--- src/rtl/bru_pkg.sv ---
// Shared definitions for the branch resolve unit: branch opcodes, the squash
// FSM state encoding and the offset sign-extension helper.
package bru_pkg;

   // Branch operation codes carried on brOp.
   localparam logic [2:0] OP_BR      = 3'd0;  // always taken
   localparam logic [2:0] OP_BMI     = 3'd1;  // rs negative
   localparam logic [2:0] OP_BPL     = 3'd2;  // rs strictly positive
   localparam logic [2:0] OP_BZ      = 3'd3;  // rs zero
   localparam logic [2:0] OP_BNZ     = 3'd4;  // rs non-zero
   localparam logic [2:0] OP_BEQ     = 3'd5;  // rs == rt
   localparam logic [2:0] OP_BNE     = 3'd6;  // rs != rt
   localparam logic [2:0] OP_ILLEGAL = 3'd7;  // undefined encoding

   // Widest offset / PC the sign-extension helper supports.
   localparam int BRU_MAX_W = 64;

   // Squash FSM: RUN passes results through, SQUASH drops wrong-path requests.
   typedef enum logic {
      RUN    = 1'b0,
      SQUASH = 1'b1
   } bru_state_e;

   // Sign-extend the low off_w bits of off to BRU_MAX_W bits; callers truncate
   // the result to their own PC width.
   function automatic logic [BRU_MAX_W-1:0] sext_offset(
      input logic [BRU_MAX_W-1:0] off,
      input int unsigned          off_w
   );
      logic [BRU_MAX_W-1:0] upper_mask;
      logic [BRU_MAX_W-1:0] sign_shifted;
      upper_mask   = {BRU_MAX_W{1'b1}} << off_w;
      sign_shifted = off >> (off_w - 1);
      return sign_shifted[0] ? (off | upper_mask) : (off & ~upper_mask);
   endfunction

endpackage

--- src/rtl/bru_cond_eval.sv ---
// Combinational branch condition evaluator: decides taken/illegal from the
// opcode and the two register operands.
module bru_cond_eval
   import bru_pkg::*;
#(
   parameter int DATA_W = 32
) (
   input  logic [2:0]        brOp,
   input  logic [DATA_W-1:0] rsOut,
   input  logic [DATA_W-1:0] rtOut,
   output logic              taken,
   output logic              illegal
);

   logic rs_zero;
   logic rs_neg;
   logic rs_eq_rt;

   assign rs_zero  = (rsOut == '0);
   assign rs_neg   = rsOut[DATA_W-1];
   assign rs_eq_rt = (rsOut == rtOut);

   // Decode the opcode into the taken decision; undefined codes flag illegal.
   always_comb begin
      // NOTE: every output gets a default before the case so no path leaves it
      // unassigned, which would otherwise infer a latch.
      taken   = 1'b0;
      illegal = 1'b0;
      case (brOp)
         OP_BR:   taken = 1'b1;
         OP_BMI:  taken = rs_neg;
         OP_BPL:  taken = !rs_neg && !rs_zero;
         OP_BZ:   taken = rs_zero;
         OP_BNZ:  taken = !rs_zero;
         OP_BEQ:  taken = rs_eq_rt;
         OP_BNE:  taken = !rs_eq_rt;
         default: illegal = 1'b1;
      endcase
   end

endmodule

--- src/rtl/branch_resolve_unit.sv ---
// Branch resolution stage: evaluates the branch condition, computes
// pc + sext(offset), registers the result behind a valid/ready handshake and
// drops SQUASH_CNT wrong-path requests after a taken branch.
// Optional feature: define BRU_STATS_EN to add saturating result counters
// stat_total / stat_taken.
module branch_resolve_unit
   import bru_pkg::*;
#(
   parameter int DATA_W     = 32,
   parameter int PC_W       = 32,
   parameter int OFF_W      = 16,
   parameter int SQUASH_CNT = 2
) (
   input  logic              clk,
   input  logic              rst,
   input  logic              in_valid,
   output logic              in_ready,
   input  logic [2:0]        brOp,
   input  logic [DATA_W-1:0] rsOut,
   input  logic [DATA_W-1:0] rtOut,
   input  logic [PC_W-1:0]   pc,
   input  logic [OFF_W-1:0]  offset,
   output logic              out_valid,
   input  logic              out_ready,
   output logic              isBranch,
   output logic [PC_W-1:0]   target,
   output logic              illegal,
   output logic              squashing
`ifdef BRU_STATS_EN
   ,
   output logic [31:0]       stat_total,
   output logic [31:0]       stat_taken
`endif
);

   localparam int CNT_W = (SQUASH_CNT > 1) ? $clog2(SQUASH_CNT + 1) : 1;

   bru_state_e        state_q, state_d;
   logic [CNT_W-1:0]  cnt_q, cnt_d;
   logic              accept;
   logic              load;
   logic              cond_taken;
   logic              cond_illegal;
   logic [PC_W-1:0]   target_d;

   bru_cond_eval #(
      .DATA_W (DATA_W)
   ) u_cond (
      .brOp    (brOp),
      .rsOut   (rsOut),
      .rtOut   (rtOut),
      .taken   (cond_taken),
      .illegal (cond_illegal)
   );

   // Target is computed for every op; overflow wraps silently at PC_W bits.
   assign target_d = pc + PC_W'(sext_offset(BRU_MAX_W'(offset), OFF_W));

   // While squashing, requests are always swallowed regardless of the output
   // register. Otherwise ready follows the consumer directly (no skid buffer).
   assign in_ready  = (state_q == SQUASH) || !out_valid || out_ready;
   assign accept    = in_valid && in_ready;
   assign load      = accept && (state_q == RUN);
   assign squashing = (state_q == SQUASH);

   // Output register: load on accept in RUN, drop valid once consumed.
   always_ff @(posedge clk) begin
      // NOTE: sequential state uses non-blocking assignments so every register
      // samples pre-edge values regardless of block ordering.
      if (rst) begin
         out_valid <= 1'b0;
         isBranch  <= 1'b0;
         target    <= '0;
         illegal   <= 1'b0;
      end else if (load) begin
         out_valid <= 1'b1;
         isBranch  <= cond_taken;
         target    <= target_d;
         illegal   <= cond_illegal;
      end else if (out_ready) begin
         out_valid <= 1'b0;
      end
   end

   // Squash FSM state and drop counter registers.
   always_ff @(posedge clk) begin
      if (rst) begin
         state_q <= RUN;
         cnt_q   <= '0;
      end else begin
         state_q <= state_d;
         cnt_q   <= cnt_d;
      end
   end

   // Squash FSM next state: arm on a loaded taken branch, count down per drop.
   always_comb begin
      state_d = state_q;
      cnt_d   = cnt_q;
      case (state_q)
         RUN: begin
            // Illegal ops never report taken, so they can never arm a squash.
            if (load && cond_taken && (SQUASH_CNT > 0)) begin
               state_d = SQUASH;
               cnt_d   = CNT_W'(SQUASH_CNT);
            end
         end
         SQUASH: begin
            if (accept) begin
               cnt_d = cnt_q - 1'b1;
               if (cnt_q == CNT_W'(1)) begin
                  state_d = RUN;
               end
            end
         end
         default: state_d = RUN;
      endcase
   end

`ifdef BRU_STATS_EN
   // Saturating counters of produced and taken results, bumped on load.
   always_ff @(posedge clk) begin
      if (rst) begin
         stat_total <= '0;
         stat_taken <= '0;
      end else if (load) begin
         if (stat_total != '1) begin
            stat_total <= stat_total + 32'd1;
         end
         if (cond_taken && (stat_taken != '1)) begin
            stat_taken <= stat_taken + 32'd1;
         end
      end
   end
`endif

endmodule

--- config.mk ---
export PLATFORM = sky130hd
export DESIGN_NAME = branch_resolve_unit
export DESIGN_NICKNAME = d
export VERILOG_FILES = /design/src/rtl/bru_pkg.sv /design/src/rtl/bru_cond_eval.sv /design/src/rtl/branch_resolve_unit.sv
export SDC_FILE = /design/constraint.sdc
export NUM_CORES = 1
export LEC_CHECK = 0
export ABC_AREA = 1
export ABC_CLOCK_PERIOD_IN_PS = 2300
export BUFFER_PORTS_ARGS = -buffer_cell sky130_fd_sc_hd__buf_4
export CAP_MARGIN = 0
export CORE_AREA = 3 3 132 134
export CTS_CLUSTER_SIZE = 28
export DETAILED_ROUTE_END_ITERATION = 10
export DIE_AREA = 0 0 135 137
export GPL_TIMING_DRIVEN = 0
export PLACE_DENSITY_LB_ADDON = 0.25
export SETUP_SLACK_MARGIN = 0.15
export SYNTH_ARGS = -nofsm -noshare
export SYNTH_HDL_FRONTEND = slang
export SYNTH_SLANG_ARGS = --single-unit
export TNS_END_PERCENT = 1
--- constraint.sdc ---
create_clock -name clk -period 2.3 [get_ports clk]
set_input_delay 0.115 -clock clk [delete_from_list [all_inputs] [get_ports clk]]
set_output_delay 0.115 -clock clk [all_outputs]
set_load 0.03 [all_outputs]
======== After elaboration in Yosys (flattened, before gate mapping) ========
Index checks and enable logic that the tools add are counted.
operators by class
  $add $sub $neg .......................... 2
  eq/ne operators ......................... 10
  multiplexer cells ....................... 12
  bitwise gates (word level) .............. 1
  reduce and logical (&&, ||, !) cells .... 15
operator list
  cell                                                  count
  adder 32 bit                                          1
  equality test 32 bit                                  1
  logical NOT 32 bit                                    1
  two-way mux 32 bit                                    1
  equality test 3 bit (second input constant)           3
  one-hot mux 1 bit (7 select lines)                    1
  OR reduction 7 bit                                    1
  equality test 3 x 2 -> 1 bit (second input constant)  2
  two-way mux 1 bit                                     6
  logical AND 1 bit                                     4
  logical NOT 1 bit                                     4
  two-way mux 2 bit                                     2
  != test 2 x 1 -> 1 bit (second input constant)        2
  one-hot mux 2 bit (2 select lines)                    1
  equality test 3 x 1 -> 1 bit (second input constant)  1
  logical NOT 3 bit                                     1
  equality test 2 x 1 -> 1 bit (second input constant)  1
  logical OR 1 bit                                      2
  one-hot mux 1 bit (2 select lines)                    1
  AND reduction 2 bit                                   1
  nonzero test 2 bit                                    1
  subtractor 2 x 1 -> 2 bit (second input constant)     1
  inverter 1 bit                                        1
word-level totals
  register bits after elaboration ......... 38
  input port bits ......................... 119
  output and inout port bits .............. 37
  word-level logic and storage cells ...... 46

======== Longest topological paths before layout ========
  depth after elaboration ................. 8
  depth in mapped cells ................... 14
  depth with buffers taken out ............ 14

======== Modules after synthesis ========
From an unflattened synthesis, not the netlist that was laid out.
unflattened totals
  cells, all modules ...................... 829
  area, all modules ....................... 4555.6 um2
by module, submodules not included
  module               times used  cells each  area an instance (um2)
  branch_resolve_unit  1           671         3841.2
  bru_cond_eval        1           158         714.4

======== Worst setup path before layout ========
Ideal clock, no wire load.
  path kind ............................... input-to-reg
  start point ............................. input offset[0]
  end point ............................... register target[26]
  setup time .............................. 0.115 ns
  arrival ................................. 1.597 ns
  required time ........................... 2.185 ns
  path slack .............................. 0.588 ns
  stages on the path ...................... 11
  buffers on the path ..................... 0
  cells stage by stage .................... ha_1 -> fa_1 -> nand3_1 -> nand2_2 -> a21oi_4 -> o21ai_1 -> a21o_1 -> nand2_1 -> nand2_1 -> o21ai_0 -> inv_1
on the way
  cells in the longest elaborated chain, start to end .. 2
ends and longest elaborated chain
  item                  RTL line                   RTL
  start, declared       branch_resolve_unit.sv:22  input logic [OFF_W-1:0] offset,
  two-way mux 32 bit    bru_pkg.sv:34              return sign_shifted[0] ? (off | upper_mask) : (off & ~upper_mask);
  adder 32 bit          branch_resolve_unit.sv:57  assign target_d = pc + PC_W'(sext_offset(BRU_MAX_W'(offset), OFF_W));
  end signal, assigned  branch_resolve_unit.sv:78  target <= target_d;
  end, declared         branch_resolve_unit.sv:26  output logic [PC_W-1:0] target,
Every way passes these cells.
A chain may end at the register's enable or synchronous reset.

======== Worst setup path after layout ========
  start point ............................. input offset[15]
  end point ............................... register target[26]
The elaborated chain is that of the path after synthesis.

==> flow_summary.ini <==
[status]
status = completed

[sta]
finalHoldViolCount = 0
report.final.setup_viol = 0
final_min_period_over_clock_period = 0.767
slew_margin_rel = 0.675
max_freq_ghz = 0.567
finalCriticalPeriod_ps = 1760
final.setup_skew_ps = 3.11
transition_time_of_the_tightest_slew_check_pin_ps = 488
slew_violations = 0
setup_tns_ps = 0
hold_slack_ps = 131
grt_setup_unrepaired = false
timing.final.ws_setup_ps = 537

[placed_design]
dp_hpwl_mm = 11.8
place_ws_ps = 236
dpl.cell_count = 1063
port-buffer-count = 155
gp_congestion = 0.855
placed_cell_area_sq_um = 5520

[worst_setup_path]
worst_path_largest_cell_delay_ps = 380
crit_slowest_cell = ha_1
critPathMostFrequentCell = o21ai_0
startpoint_type = input pin
cp_cell_sequence = buf_4 > ha_1 > a21oi_1 > o21ai_0 > a21oi_1 > o21ai_0 > a21o_1 > nand2_1 > nand2_1 > o21ai_0 > inv_1
setup.worst_path.start = offset[15]
timing.reg2reg.worst_path_depth = 6
critical_path.reg2reg.endpoint = target[11]
nature_of_the_critical_path_endpoint = register
worst-setup-path-type = input pin to register
timing.critical_path.fanout_max = 17
crit_arrival_ps = 1940
endpoint = target[26]
critical_path.reg2reg.startpoint = squashing
cp_data_required_time_ps = 2480
reg2reg_setup_slack_ps = 710

[logic_synthesis]
synth-warning-count = 0
synth.ff_latch_count = 38
yosysMostFrequentCell = nand2_1
post_synth_instance_area_sq_um = 4080
synth_seq_area_share = 0.186
postSynthCellCount = 688
synthTopCellsByCount = 163 x nand2_1, 124 x nor2_1, 96 x inv_1
syn_avg_cell_area_sq_um = 5.93
synth_area_leaders = dfxtp_1 19%, nand2_1 15%, nor2_1 11%, ha_1 9.8%, inv_1 8.8%
yosys.area.top_type = dfxtp_1
synthesis.nets = 840
post-synth-top-area-fraction = 0.186
synth-async-reset-ratio = 0
synth_cell_types = 39
edff_count_synth = 0
postSynth.topFlopCell = dfxtp_1

[die]
chipWidth_microns = 135
vertical_die_dimension_microns = 137
total_number_of_placement_rows = 47
initial_utilization = 0.249
fp.dieArea_sq_um = 18500
fp.coreArea_sq_um = 16400
top_level_ports = 156

[clock_network]
ctsHtreeMaxLevel = 2
post_cts_hold_buffer_count = 0
clk_transition_reported_paths_ps = 60
postCtsResizedCells = 0
number_of_clock_sinks = 38
tritoncts.num_buffers = 5
cts-root-buf = clkbuf_16
cts.repair_timing.setup_buffer_count = 0
clock_path_buffers = 2
insertion_delay_ps = 280
tritoncts = yes

[layout]
antenna-diode-count = 0
syn2layout_area_growth_pct = 38.6
num-nets-final = 1002
post_route_cells_drive_above_1_share = 0.221
final_cells = 1070
final_core_utilization = 0.345
layout.cell_area.non_filler_sq_um = 5660

[detailed_routing]
drt_first_pass_iters = 4
wl_mm = 13.7
via_count = 4679
vias_per_cell = 4.37
residual_drc = 0
detail_route.wl_per_cell_microns = 12.8
first_iter_violations = 192
drtAntennaViolNets = 0

[power_and_ir_drop]
final_power_mw = 2.73
vdd_ir_drop_max_v = 0.000239
static-leakage-power_nw = 2.96
power_per_cell_area_nw_per_um2 = 482

[min_path]
worstHoldPathType = input pin to register

[flow_run]
maxCapViolations = 0

[global_routing]
grt_pass1_vias = 4421
antenna_found_initial = 0
grt_start_max_net_pins = 18
grt_ovf = 0
grtUsageTotal = 0.142
grt_pass1_wl_mm = 21.2
cell usage in the layout, fill, tap and decap left out, types with 3 or more instances in the layout:
master | netlist | layout
nand2_1 | 163 | 163
buf_4 | 1 | 156
xor2_1 | 14 | 14
clkbuf_16 | 0 | 5
o21ai_0 | 43 | 43
nor3_1 | 9 | 9
clkbuf_1 | 4 | 4
inv_1 | 96 | 96
a21o_1 | 6 | 6
nand3_1 | 27 | 27
ha_1 | 32 | 32
o211ai_1 | 3 | 3
nor2_1 | 124 | 124
o21a_1 | 5 | 5
dfxtp_1 | 38 | 38
nand4_1 | 7 | 7
nor4_1 | 3 | 3
o21ai_1 | 7 | 7
a21oi_1 | 50 | 50
o21ai_2 | 4 | 4
nand2_2 | 9 | 9
xnor2_1 | 20 | 20
cells by family (layout without fill, tap and decap cells):
| kind of cell | count (synthesis) | in the layout | synth area share |
|---|---|---|---|
| AO/OA/AOI/OAI | 129 | 129 | 0.189 |
| adder cells (fa/ha/maj) | 33 | 33 | 0.103 |
| buffers and inverters | 108 | 270 | 0.105 |
| XOR/XNOR | 34 | 34 | 0.0730 |
| flip-flops | 38 | 38 | 0.186 |
| AND/OR/NAND/NOR | 346 | 346 | 0.345 |
flip-flops by register name, summed over array words and instances (netlist names):
signal / flops
target: 32
illegal: 1
cnt_q: 2
squashing: 1
isBranch: 1
out_valid: 1
worst min path at each step:
stage	slack, ps	to	cells after the start	startpoint
floorplan	280	illegal	2	brOp[0]
global placement	410	squashing	4	in_valid
detailed placement	420	squashing	4	in_valid
CTS	120	squashing	4	in_valid
global route	170	squashing	4	in_valid
finish	130	squashing	4	in_valid
per-layer routing:
layer,share of wire,up-vias,GRT usage
met5,0,-,0
met4,0.0085,0,0.0330
met3,0.060,8,0.0188
met2,0.46,125,0.252
met1,0.47,2010,0.184
li1,-,2536,-
critical path, delay by kind of cell:
kind	cells	cell delay, ps
simple gates	2	100
fa+ha+maj	1	380
compound gates	6	1100
buf+inv	2	240
power by group:
part	internal [mW]	leakage (nW)	switching (mW)
Combinational	0.526	2.58	0.767
Sequential	0.735	0.315	0.0474
Clock	0.391	0.0694	0.259
final cells by class:
class | instances | area (sq um)
buffer | 10 | 58.8
clock buffer | 5 | 125
clock inverter | 2 | 10.0
fill | 1835 | 10800
inverter | 98 | 368
multi-input combinational | 542 | 2890
sequential | 38 | 761
tap | 220 | 275
timing repair buffer | 155 | 1160
No activity file was read; power rests on OpenSTA's default activity.
